--- src/rtl/if_id_queue_if.sv ---
// IF -> ID instruction queue bus: fetch side, backpressure, and head-of-queue outputs.
interface if_id_queue_if #(
    parameter int unsigned CNT_W = 3
);
    logic [31:0]      PC_if;
    logic [31:0]      Instruction_if;
    logic             IF_flush;
    logic             IFWrite;
    logic             ID_ready;
    logic             Valid_id;
    logic [31:0]      PC_id;
    logic [31:0]      Instruction_id;
    logic [CNT_W-1:0] Count;

    modport master (
        output PC_if, Instruction_if, IF_flush, ID_ready,
        input  IFWrite, Valid_id, PC_id, Instruction_id, Count
    );

    modport slave (
        input  PC_if, Instruction_if, IF_flush, ID_ready,
        output IFWrite, Valid_id, PC_id, Instruction_id, Count
    );
endinterface

--- src/rtl/if_id_queue.sv ---
// Decoupling instruction queue between IF and ID: circular buffer of {PC, instruction}
// with registered-state backpressure (IFWrite) and whole-queue flush on IF_flush.
module if_id_queue #(
    parameter int unsigned DEPTH = 4,
    parameter int unsigned PTR_W = 2,
    parameter int unsigned CNT_W = 3
) (
    input  logic          clk,
    input  logic          reset,
    if_id_queue_if.slave  q
);
    logic [31:0]      r_pc_mem    [DEPTH];
    logic [31:0]      r_instr_mem [DEPTH];
    logic [PTR_W-1:0] r_wr_ptr;
    logic [PTR_W-1:0] r_rd_ptr;
    logic [CNT_W-1:0] r_count;

    logic w_full;
    logic w_empty;
    logic w_push;
    logic w_pop;

    assign w_full  = (r_count == CNT_W'(DEPTH));
    assign w_empty = (r_count == '0);
    // Flush wins over both sides; a pop while full never frees a slot in the same cycle.
    assign w_push  = ~w_full & ~q.IF_flush;
    assign w_pop   = ~w_empty & q.ID_ready & ~q.IF_flush;

    always_ff @(posedge clk) begin
        if (reset) begin
            r_wr_ptr <= '0;
            r_rd_ptr <= '0;
            r_count  <= '0;
        end else if (q.IF_flush) begin
            r_count  <= '0;
            r_rd_ptr <= r_wr_ptr;
        end else begin
            if (w_push) begin
                r_wr_ptr <= r_wr_ptr + PTR_W'(1);
            end
            if (w_pop) begin
                r_rd_ptr <= r_rd_ptr + PTR_W'(1);
            end
            unique case ({w_push, w_pop})
                2'b10:   r_count <= r_count + CNT_W'(1);
                2'b01:   r_count <= r_count - CNT_W'(1);
                default: r_count <= r_count;
            endcase
        end
    end

    // Storage needs no reset; pointers and count define what is valid.
    always_ff @(posedge clk) begin
        if (!reset && w_push) begin
            r_pc_mem[r_wr_ptr]    <= q.PC_if;
            r_instr_mem[r_wr_ptr] <= q.Instruction_if;
        end
    end

    assign q.IFWrite        = ~w_full;
    assign q.Valid_id       = ~w_empty;
    assign q.PC_id          = w_empty ? 32'h0 : r_pc_mem[r_rd_ptr];
    assign q.Instruction_id = w_empty ? 32'h0 : r_instr_mem[r_rd_ptr];
    assign q.Count          = r_count;
endmodule
--- src/flat_wrapper.sv ---
// flat-port wrapper written by rule: the top's interface ports become plain ports
module if_id_queue_flat 
#(
    parameter int unsigned DEPTH = 4,
    parameter int unsigned PTR_W = 2,
    parameter int unsigned CNT_W = 3
)
  (clk, reset, q_PC_if, q_Instruction_if, q_IF_flush, q_ID_ready, q_IFWrite, q_Valid_id, q_PC_id, q_Instruction_id, q_Count);
  if_id_queue_if #(.CNT_W(CNT_W)) q_i ();
  input  logic clk;
  input  logic reset;
  input wire logic [$bits(q_i.PC_if)-1:0] q_PC_if;
  input wire logic [$bits(q_i.Instruction_if)-1:0] q_Instruction_if;
  input wire logic [$bits(q_i.IF_flush)-1:0] q_IF_flush;
  input wire logic [$bits(q_i.ID_ready)-1:0] q_ID_ready;
  output wire logic [$bits(q_i.IFWrite)-1:0] q_IFWrite;
  output wire logic [$bits(q_i.Valid_id)-1:0] q_Valid_id;
  output wire logic [$bits(q_i.PC_id)-1:0] q_PC_id;
  output wire logic [$bits(q_i.Instruction_id)-1:0] q_Instruction_id;
  output wire logic [$bits(q_i.Count)-1:0] q_Count;
  assign q_i.PC_if = q_PC_if;
  assign q_i.Instruction_if = q_Instruction_if;
  assign q_i.IF_flush = q_IF_flush;
  assign q_i.ID_ready = q_ID_ready;
  assign q_IFWrite = q_i.IFWrite;
  assign q_Valid_id = q_i.Valid_id;
  assign q_PC_id = q_i.PC_id;
  assign q_Instruction_id = q_i.Instruction_id;
  assign q_Count = q_i.Count;
  if_id_queue #(.DEPTH(DEPTH), .PTR_W(PTR_W), .CNT_W(CNT_W)) u_core (.clk(clk), .reset(reset), .q(q_i));
endmodule
--- config.mk ---
export PLATFORM = sky130hd
export DESIGN_NAME = if_id_queue_flat
export DESIGN_NICKNAME = d
export VERILOG_FILES = /design/src/rtl/if_id_queue_if.sv /design/src/rtl/if_id_queue.sv /design/src/flat_wrapper.sv
export SDC_FILE = /design/constraint.sdc
export NUM_CORES = 1
export LEC_CHECK = 0
export BUFFER_PORTS_ARGS = -buffer_cell sky130_fd_sc_hd__clkbuf_2
export CAP_MARGIN = 20
export CORE_ASPECT_RATIO = 0.75
export CORE_MARGIN = 2
export CORE_UTILIZATION = 55
export CTS_CLUSTER_SIZE = 25
export DETAILED_ROUTE_END_ITERATION = 10
export HOLD_SLACK_MARGIN = 0.15
export PLACE_DENSITY = 0.85
export SKIP_LAST_GASP = 1
export SLEW_MARGIN = 30
export SYNTH_ARGS = -nofsm -noshare
export SYNTH_HDL_FRONTEND = slang
export SYNTH_SLANG_ARGS = --single-unit
--- constraint.sdc ---
create_clock -name clk -period 3.38 [get_ports clk]
set_input_delay 0.676 -clock clk [delete_from_list [all_inputs] [get_ports clk]]
set_output_delay 0.676 -clock clk [all_outputs]
set_load 0.005 [all_outputs]
==> results of run 1 <==
logic make-up (layout without fill, tap and decap cells):
family          after synthesis  count (layout)  synth area share, %
mux                          64              64                 14.2
compound gates               13              13                0.770
flops                       265             265                 76.9
fa+ha+maj                     6               6                0.807
simple gates                 79              79                 4.76
buf+inv                      30             195                 2.21
xor+xnor                      4               4                0.342
flip-flops by register name, indices dropped and copies added (netlist names), named ones only:
name                flops
u_core.q.Count          3
u_core.r_instr_mem    128
u_core.r_pc_mem       128
u_core.r_rd_ptr         2
u_core.r_wr_ptr         2
power groups by stage:
stage / clock network, W / logic, W / registers (W)
after CTS: 0.00255 / 0.000433 / 0.00373
after floorplan: 0 / 0.000284 / 0.00377
final: 0.00250 / 0.000424 / 0.00373
after detailed placement: 0 / 0.000431 / 0.00380
after global placement: 0 / 0.000412 / 0.00379
after global routing: 0.00267 / 0.000466 / 0.00373
final cells by class:
cell class              count  area, µm²  share of cell area [%]
flip-flops and latches    265       7880                    66.2
multi-input cells         166       2150                    18.1
repair buffers            145        811                    6.81
clock buffers              34        659                    5.54
well taps                 247        309                    2.60
clock inverters             9       63.8                   0.536
inverters                   7       26.3                   0.221
through the flow:
step | utilization (%) | instances | cell area (µm²) | setup slack (ns) | power [W]
after floorplan | - | 461 | 10200 | 0.308 | 0.00406
after global placement | 60.9 | 830 | 11200 | 0.879 | 0.00420
after detailed placement | 60.9 | 830 | 11200 | 0.751 | 0.00423
after CTS | 64.9 | 873 | 11900 | 0.306 | 0.00671
after global routing | 64.9 | 873 | 11900 | 0.224 | 0.00687
final | 64.9 | 873 | 11900 | 0.378 | 0.00665
final timing paths:
path,start,to,depth (start not counted)
worst max register to register,u_core.q.Count[2],u_core.q.Count[2],9
worst min register to register,u_core.r_wr_ptr[1],u_core.r_wr_ptr[1],2
worst min-delay path,q_PC_if[24],u_core.r_pc_mem[1][24],1
worst max-delay path,flip-flop,q_Instruction_id[3],4
per-layer routing:
metal / routed length (µm) / share of wire [%] / global-route usage, %
met2: 9390 / 51 / 33.1
met3: 1440 / 7.7 / 5.04
met1: 7530 / 41 / 25.8
met5: 14 / 0.075 / 0
met4: 203 / 1.1 / 3.79
synth_stat cells (all sizes together):
cell type	count	share of area, %
a211oi	1	0.073
a21oi	5	0.24
and2	68	4.2
buf	14	1.6
clkbuf	9	0.34
dfxtp	9	1.8
edfxtp	256	75
fa	1	0.20
ha	5	0.61
inv	7	0.26
mux4	64	14
nor2	3	0.11
nor3	3	0.15
nor3b	1	0.073
o21a	2	0.15
o21ai	3	0.15
o311ai	1	0.086
o31ai	1	0.073
or3	3	0.18
or3b	1	0.086
xnor2	2	0.17
xor2	2	0.17
worst register-to-register path, stage by stage (launching register included):
cell	delay, ns
dfxtp_1	0.43
nor3b_1	0.64
nor2_1	0.08
inv_1	0.09
ha_1	0.18
inv_1	0.06
fa_1	0.38
xor2_1	0.16
or3_1	0.32
a211oi_1	0.24
==> results.sh, run 1 <==
export IMPL_outcome="finished, final reports clean"
export IMPL_setup_viol=0
export IMPL_crit_path_end_kind="output pin"
export IMPL_ios=137
export IMPL_grt_pass1_vias=5144
export IMPL_cts_reportedPaths_clkPinSlew_ns=0.06
export IMPL_ys_seq_area_share_pct=76.9
export IMPL_num_rows=43
export IMPL_tns_ns=0
export IMPL_slowest_stage="dfxtp_4"
export IMPL_yosys_warnings=0
export IMPL_combPwrFrac_pct=6.4
export IMPL_cts_htree_levels=1
export IMPL_rsz0062_at_grt="no"
export IMPL_crit_chain="buf_12, mux4_2, and2_1, clkbuf_2"
export IMPL_portBuffers=136
export IMPL_place_gp_congestion=0.764
export IMPL_grt_max_degree=66
export IMPL_path_buf_inv=2
export IMPL_hold_viol=0
export IMPL_die_height_um=122
export IMPL_cts_tree="done"
export IMPL_core_area_um2=18300
export IMPL_skew_ns=0.0120
export IMPL_leakagePower_nw=4.08
export IMPL_hpwl_um=11500
export IMPL_cp_start_kind="flip-flop"
export IMPL_cts_root_buf="clkbuf_16"
export IMPL_die_w_um=162
export IMPL_final_cell_mix="edfxtp_1 (256), clkbuf_2 (136), and2_1 (64)"
export IMPL_antenna_found_initial=1
export IMPL_period_share_pct=88.8
export IMPL_hold_buffers=0
export IMPL_p_seq_share_pct=56.0
export IMPL_grt_pass1_wl_um=28800
export IMPL_numCtsBuffers=25
export IMPL_swShare_pct=19.8
export IMPL_p_int_w=0.00533
export IMPL_relSlewSlack_pct=51.0
export IMPL_ir_drop_uv=426
export IMPL_reg2reg_setup_slack_ns=0.72
export IMPL_cp_data_arrival_time_ns=2.33
export IMPL_grt_overflow=0
export IMPL_critPathKind="reg -> out"
export IMPL_vias=4854
export IMPL_drv_slew=0
export IMPL_critPathTopFamily="flip-flops"
export IMPL_timing_fmax_ghz=0.333
export IMPL_dieArea_um2=19700
export IMPL_grt_use_total_pct=19.4
export IMPL_fin_crit_ns=3.00
export IMPL_min_path_type="in -> reg"
export IMPL_postSynthAreaPerCell_um2=22.2
export IMPL_syn_inst=461
export IMPL_clock_latency_ns=0.50
export IMPL_whs_ns=0.390
export IMPL_syn_cell_area_um2=10200
export IMPL_wl_um=18600
export IMPL_syn_nets=535
export IMPL_p_clk_share_pct=37.6
export IMPL_power_density_nw_per_um2=559
export IMPL_antenna_cells=0
export IMPL_antenna_left=0
export IMPL_synth_seq_cells=265
export IMPL_cap_violations=0
export IMPL_wl_per_cell_um=21.3
export IMPL_layout_nets=684
export IMPL_initial_utilization_pct=55.8
export IMPL_power_switching_w=0.00132
export IMPL_via_per_inst=5.56
export IMPL_route_detailed_drc=0
export IMPL_syn2layout_area_growth_pct=16.3
export IMPL_critical_path_required_ns=2.70
export IMPL_drt_iter0_drc=366
export IMPL_max_stage_delay_ns=0.66
export IMPL_clock_sinks=265
export IMPL_worst_slew_pin_slew_ns=0.733
export IMPL_postCtsSetupRepairBufs=0
export IMPL_cts_path_max_buffers=3
export IMPL_drive_gt1_share_pct=38.7
export IMPL_critPathMaxFanout=25
export IMPL_dr_pass1_iters=4
export IMPL_cts_resized=0
export IMPL_fillerInstances=1226
export IMPL_final_common_cell="edfxtp_1"
export IMPL_synth_distinct_cells=27
Power figures use the tool's default switching activity.
==> inputs of run 2 (changes only) <==
ABC_AREA = 1   (was not set)
RECOVER_POWER = 50   (was not set)
==> run 2 against run 1 <==
  * The run now ends with max-capacitance violations, max-slew violations left
  * Setup slack better by 0.085 ns
  * Cell count up 40%
  * Clock skew down 0.0036 ns
  * Die area up 1.8%
  * Critical path type unchanged
  * Largest cell class unchanged
==> results.sh, run 2 <==
export IMPL_synth_common_cells="nor2_1 (263), edfxtp_1 (256), o21ai_0 (121)"
export IMPL_regToRegStartpoint="u_core.q.Count[0]"
export IMPL_final_cell_mix="nor2_1 (259), edfxtp_1 (256), o21ai_0 (121)"
export IMPL_num_rows=43
export IMPL_cts_htree_levels=1
export IMPL_power_density_nw_per_um2=581
export IMPL_crit_path_end_kind="output pin"
export IMPL_p_clk_share_pct=38.9
export IMPL_grt_pass1_wl_um=32800
export IMPL_place_gp_congestion=0.817
export IMPL_crit_chain="clkinv_2, buf_12, o21ai_0, a21oi_1, clkbuf_2"
export IMPL_dp_slack_ns=0.983
export IMPL_grt_use_total_pct=21.3
export IMPL_wl_per_cell_um=17.5
export IMPL_fin_cells=1219
export IMPL_core_area_um2=18500
export IMPL_postCtsSetupRepairBufs=0
export IMPL_critPathMaxFanout=66
export IMPL_cts_resized=0
export IMPL_numCtsBuffers=25
export IMPL_cts_tree="done"
export IMPL_setup_viol=0
export IMPL_antenna_left=0
export IMPL_power_switching_w=0.00153
export IMPL_grt_overflow=0
export IMPL_swShare_pct=21.9
export IMPL_die_height_um=123
export IMPL_via_per_inst=5.49
export IMPL_critPathTopFamily="buffers and inverters"
export IMPL_path_buf_inv=3
export IMPL_grt_pass1_vias=6330
export IMPL_syn_inst=826
export IMPL_synthArstFlopShare_pct=0
export IMPL_cts_reportedPaths_clkPinSlew_ns=0.06
export IMPL_ys_flop_type="edfxtp_1"
export IMPL_postSynthAreaPerCell_um2=12.6
export IMPL_max_stage_delay_ns=0.44
export IMPL_cts_path_max_buffers=3
export IMPL_hold_buffers=0
export IMPL_dr_pass1_iters=6
export IMPL_synth_distinct_cells=19
export IMPL_portBuffers=136
export IMPL_cp_start_kind="flip-flop"
export IMPL_crit_end="q_Instruction_id[15]"
export IMPL_reg2reg_setup_slack_ns=0.54
export IMPL_syn_cell_area_um2=10400
export IMPL_cap_violations=2
export IMPL_layout_nets=1029
export IMPL_leakagePower_nw=4.20
export IMPL_min_path_type="in -> reg"
export IMPL_clock_latency_ns=0.51
export IMPL_critical_path_required_ns=2.70
export IMPL_ir_drop_uv=427
export IMPL_synth_top_area_cell="edfxtp_1"
export IMPL_violations="max-capacitance violations, max-slew violations"
export IMPL_hpwl_um=11900
export IMPL_final_common_cell="nor2_1"
export IMPL_timing_fmax_ghz=0.343
export IMPL_syn_nets=900
export IMPL_syn2layout_area_growth_pct=15.2
export IMPL_synth_top_area_share_pct=73.8
export IMPL_antenna_cells=0
export IMPL_drive_gt1_share_pct=13.4
export IMPL_cts_root_buf="clkbuf_16"
export IMPL_period_share_pct=86.3
export IMPL_vias=6690
export IMPL_yosys_warnings=0
export IMPL_p_int_w=0.00544
export IMPL_antenna_found_initial=0
export IMPL_power_w=0.00697
export IMPL_synth_seq_cells=265
export IMPL_drt_iter0_drc=839
export IMPL_clock_sinks=265
export IMPL_hold_viol=0
export IMPL_route_detailed_drc=0
export IMPL_outcome="finished, violations left"
export IMPL_dp_cells=1175
export IMPL_whs_ns=0.382
export IMPL_die_w_um=163
export IMPL_slowest_stage="clkinv_2"
export IMPL_worst_path_stages=5
export IMPL_ys_seq_area_share_pct=75.5
export IMPL_fin_ws_ns=0.463
export IMPL_cp_data_arrival_time_ns=2.24
export IMPL_dieArea_um2=20100
export IMPL_skew_ns=0.00840
export IMPL_synth_edf_count=256
export IMPL_grt_max_degree=129
export IMPL_combPwrFrac_pct=7.8
export IMPL_worst_slew_pin_slew_ns=1.84
export IMPL_rsz0062_at_grt="no"
export IMPL_wl_um=21300
export IMPL_fin_crit_ns=2.92
export IMPL_netlist_top_cells_area="edfxtp_1 (74%), nor2_1 (9.5%), o21ai_0 (5.8%)"
export IMPL_p_seq_share_pct=53.4
export IMPL_utilization_pct=64.9
export IMPL_ios=137
export IMPL_critPathKind="reg -> out"
export IMPL_r2r_cells=5
export IMPL_reg2reg_to="u_core.r_instr_mem[2][20]"
export IMPL_relSlewSlack_pct=-22.5
export IMPL_synth_most_common_cell="nor2_1"
export IMPL_drv_slew=130
export IMPL_initial_utilization_pct=56.3
export IMPL_min_delay_start="reset"
run 2: cell count changes in the layout (fill, tap and decap cells not counted), moves of 10 or more:
cell,delta
a21oi_1,+64
and2_1,-64
clkbuf_1,+57
clkbuf_2,-63
inv_1,+10
mux4_2,-60
nand2_1,+17
nor2_1,+256
o21ai_0,+118
o21ai_1,+10
run 2: power by group through the flow:
stage          sequential, W  combinational [W]  clock, W
2_1_floorplan        0.00379           0.000331         0
3_3_place_gp         0.00378           0.000541         0
3_5_place_dp         0.00378           0.000559         0
4_1_cts              0.00371           0.000563   0.00275
5_1_grt              0.00372           0.000607   0.00288
6_report             0.00372           0.000542   0.00271
run 2: worst min-delay path by stage:
stage	depth (start not counted)	to	slack (ns)
global route	2	flip-flop	0.36
finish	2	flip-flop	0.38
global placement	2	u_core.q.Count[0]	0.50
CTS	1	u_core.r_instr_mem[2][17]	0.36
floorplan	2	flip-flop	0.48
detailed placement	2	u_core.q.Count[0]	0.51
run 2: through the flow:
stage | setup TNS, ns | instance area [µm²]
2_1_floorplan | -197.71 | 10400
3_3_place_gp | 0 | 11300
3_5_place_dp | 0 | 11300
4_1_cts | 0 | 12100
5_1_grt | 0 | 12000
6_report | 0 | 12000
run 2: logic make-up (layout without fill, tap and decap cells):
kind of cell | after synthesis | count (layout) | share of synthesized area, %
simple gates | 286 | 286 | 10.4
flops | 265 | 265 | 75.5
compound gates | 201 | 201 | 9.68
buf+inv | 67 | 213 | 3.59
fa+ha+maj | 6 | 6 | 0.792
xor+xnor | 1 | 1 | 0.0840
run 2: final cells by class:
type	instances	area, µm²
Timing Repair Buffer	149	743
Clock inverter	17	158
Fill cell	1358	6500
Inverter	20	76.3
Sequential cell	265	7870
Tap cell	247	309
Multi-Input combinational cell	494	2210
Clock buffer	27	633
run 2: routing by layer:
metal  GRT usage (%)  part of all wire (%)
met1            28.5                    42
met2            36.6                    48
met3            3.39                   7.4
met5               0                     0
met4            6.53                   2.5
==> inputs of run 3 (changes only) <==
ABC_AREA = not set   (was 1)
BUFFER_PORTS_ARGS = not set   (was -buffer_cell sky130_fd_sc_hd__clkbuf_2)
DONT_BUFFER_PORTS = 1   (was not set)
PLACE_DENSITY = 0.78   (was 0.85)
==> run 3 against run 2 <==
  * The run now ends clean
  * Combinational power fell by 44%
  * Clock-buffer cell count rose by 3
  * Utilization fell by 3.8 points
  * Clock power fell by 5%
  * Routed wire length fell by 18%
  * Setup slack got worse by 0.016 ns
  * Die area fell by 1.8%
  * First-iteration DRC count fell by 54%
  * Critical endpoint unchanged
  * Largest cell class unchanged
  * Largest power group unchanged
==> results.sh, run 3 (synthesized netlist as in run 1, its figures left out) <==
export IMPL_portBuffers=0
export IMPL_crit_path_end_kind="output pin"
export IMPL_combPwrFrac_pct=4.6
export IMPL_rsz0062_at_grt="no"
export IMPL_period_share_pct=86.8
export IMPL_hpwl_um=10000
export IMPL_critical_path_required_ns=2.70
export IMPL_power_switching_w=0.00127
export IMPL_skew_ns=0.00545
export IMPL_die_height_um=122
export IMPL_cts_tree="done"
export IMPL_syn2layout_area_growth_pct=9.50
export IMPL_ios=137
export IMPL_relSlewSlack_pct=31.2
export IMPL_cts_resized=0
export IMPL_final_cell_mix="edfxtp_1 (256), and2_1 (64), mux4_2 (60)"
export IMPL_fin_crit_ns=2.93
export IMPL_setup_viol=0
export IMPL_power_density_nw_per_um2=590
export IMPL_timing_fmax_ghz=0.341
export IMPL_grt_max_degree=66
export IMPL_min_path_type="in -> reg"
export IMPL_route_detailed_drc=0
export IMPL_cts_reportedPaths_clkPinSlew_ns=0.06
export IMPL_dp_slack_ns=0.769
export IMPL_regToRegStartpoint="u_core.q.Count[2]"
export IMPL_antenna_left=0
export IMPL_cts_htree_levels=1
export IMPL_hold_buffers=0
export IMPL_p_int_w=0.00534
export IMPL_min_delay_start="reset"
export IMPL_swShare_pct=19.2
export IMPL_antenna_found_initial=0
export IMPL_dr_pass1_iters=4
export IMPL_numCtsBuffers=25
export IMPL_grt_pass1_vias=4768
export IMPL_wl_um=17500
export IMPL_cts_root_buf="clkbuf_16"
export IMPL_leakagePower_nw=3.48
export IMPL_drive_gt1_share_pct=21.4
export IMPL_dieArea_um2=19700
export IMPL_drt_iter0_drc=386
export IMPL_vias=4317
export IMPL_drv_slew=0
export IMPL_fin_ws_ns=0.447
export IMPL_r2r_cells=9
export IMPL_cts_path_max_buffers=3
export IMPL_p_clk_share_pct=38.9
export IMPL_core_area_um2=18300
export IMPL_holdPathStages=1
export IMPL_cp_start_kind="flip-flop"
export IMPL_place_gp_congestion=0.784
export IMPL_final_common_cell="edfxtp_1"
export IMPL_via_per_inst=5.90
export IMPL_cap_violations=0
export IMPL_initial_utilization_pct=55.8
export IMPL_worst_slew_pin_slew_ns=1.03
export IMPL_layout_nets=545
export IMPL_antenna_cells=0
export IMPL_tns_ns=0
export IMPL_outcome="finished, final reports clean"
export IMPL_critPathMaxFanout=19
export IMPL_postCtsSetupRepairBufs=0
export IMPL_num_rows=43
export IMPL_grt_use_total_pct=18.0
export IMPL_fillerInstances=1251
export IMPL_grt_pass1_wl_um=26800
export IMPL_clock_latency_ns=0.50
export IMPL_cp_data_arrival_time_ns=2.26
export IMPL_critPathKind="reg -> out"
export IMPL_power_w=0.00661
export IMPL_grt_overflow=0
export IMPL_die_w_um=162
export IMPL_hold_viol=0
export IMPL_p_seq_share_pct=56.5
export IMPL_wl_per_cell_um=23.9
export IMPL_ir_drop_uv=475
export IMPL_clock_sinks=265
run 3: power groups by stage:
stage,registers (W),logic (W),clock network [W]
after global placement,0.00380,0.000306,0
after CTS,0.00373,0.000315,0.00265
final,0.00373,0.000305,0.00257
after detailed placement,0.00380,0.000314,0
after global routing,0.00374,0.000334,0.00276
after floorplan,0.00377,0.000284,0
run 3: worst paths after layout:
path | end | slack, ns
worst max-delay path | q_Instruction_id[15] | 0.45
worst min-delay path | u_core.r_wr_ptr[1] | 0.24
worst max register to register | u_core.q.Count[2] | 0.71
worst min register to register | u_core.r_wr_ptr[1] | 0.54
run 3: area by class of cell:
| cell class | instances | area [µm²] | area share (%) |
|---|---|---|---|
| multi-input combinational | 166 | 2150 | 19.2 |
| clock buffer | 30 | 644 | 5.75 |
| sequential | 265 | 7880 | 70.3 |
| timing repair buffer | 6 | 95.1 | 0.849 |
| tap | 247 | 309 | 2.76 |
| inverter | 7 | 26.3 | 0.234 |
| clock inverter | 11 | 101 | 0.904 |
run 3: through the flow:
step	hold slack [ns]	cells	area (µm²)	util (%)
finish	0.236	732	11200	61.1
global route	0.218	732	11200	61.1
CTS	0.211	732	11200	61.1
detailed placement	0.520	691	10500	57.1
global placement	0.501	691	10500	57.1
floorplan	0.487	461	10200	-
run 3: layer usage:
metal | up-vias | share of wire, % | GRT usage (%)
li1 | 1885 | - | -
met2 | 147 | 50 | 31.0
met3 | 31 | 9.8 | 6.91
met5 | - | 0 | 0
met4 | 0 | 2.0 | 4.69
met1 | 2254 | 39 | 21.8
run 3: worst max-delay path: stages, from the launching register on:
cell and delay (ns):
dfxtp_4 0.56, buf_4 0.42, mux4_2 0.58, and2_1 0.19
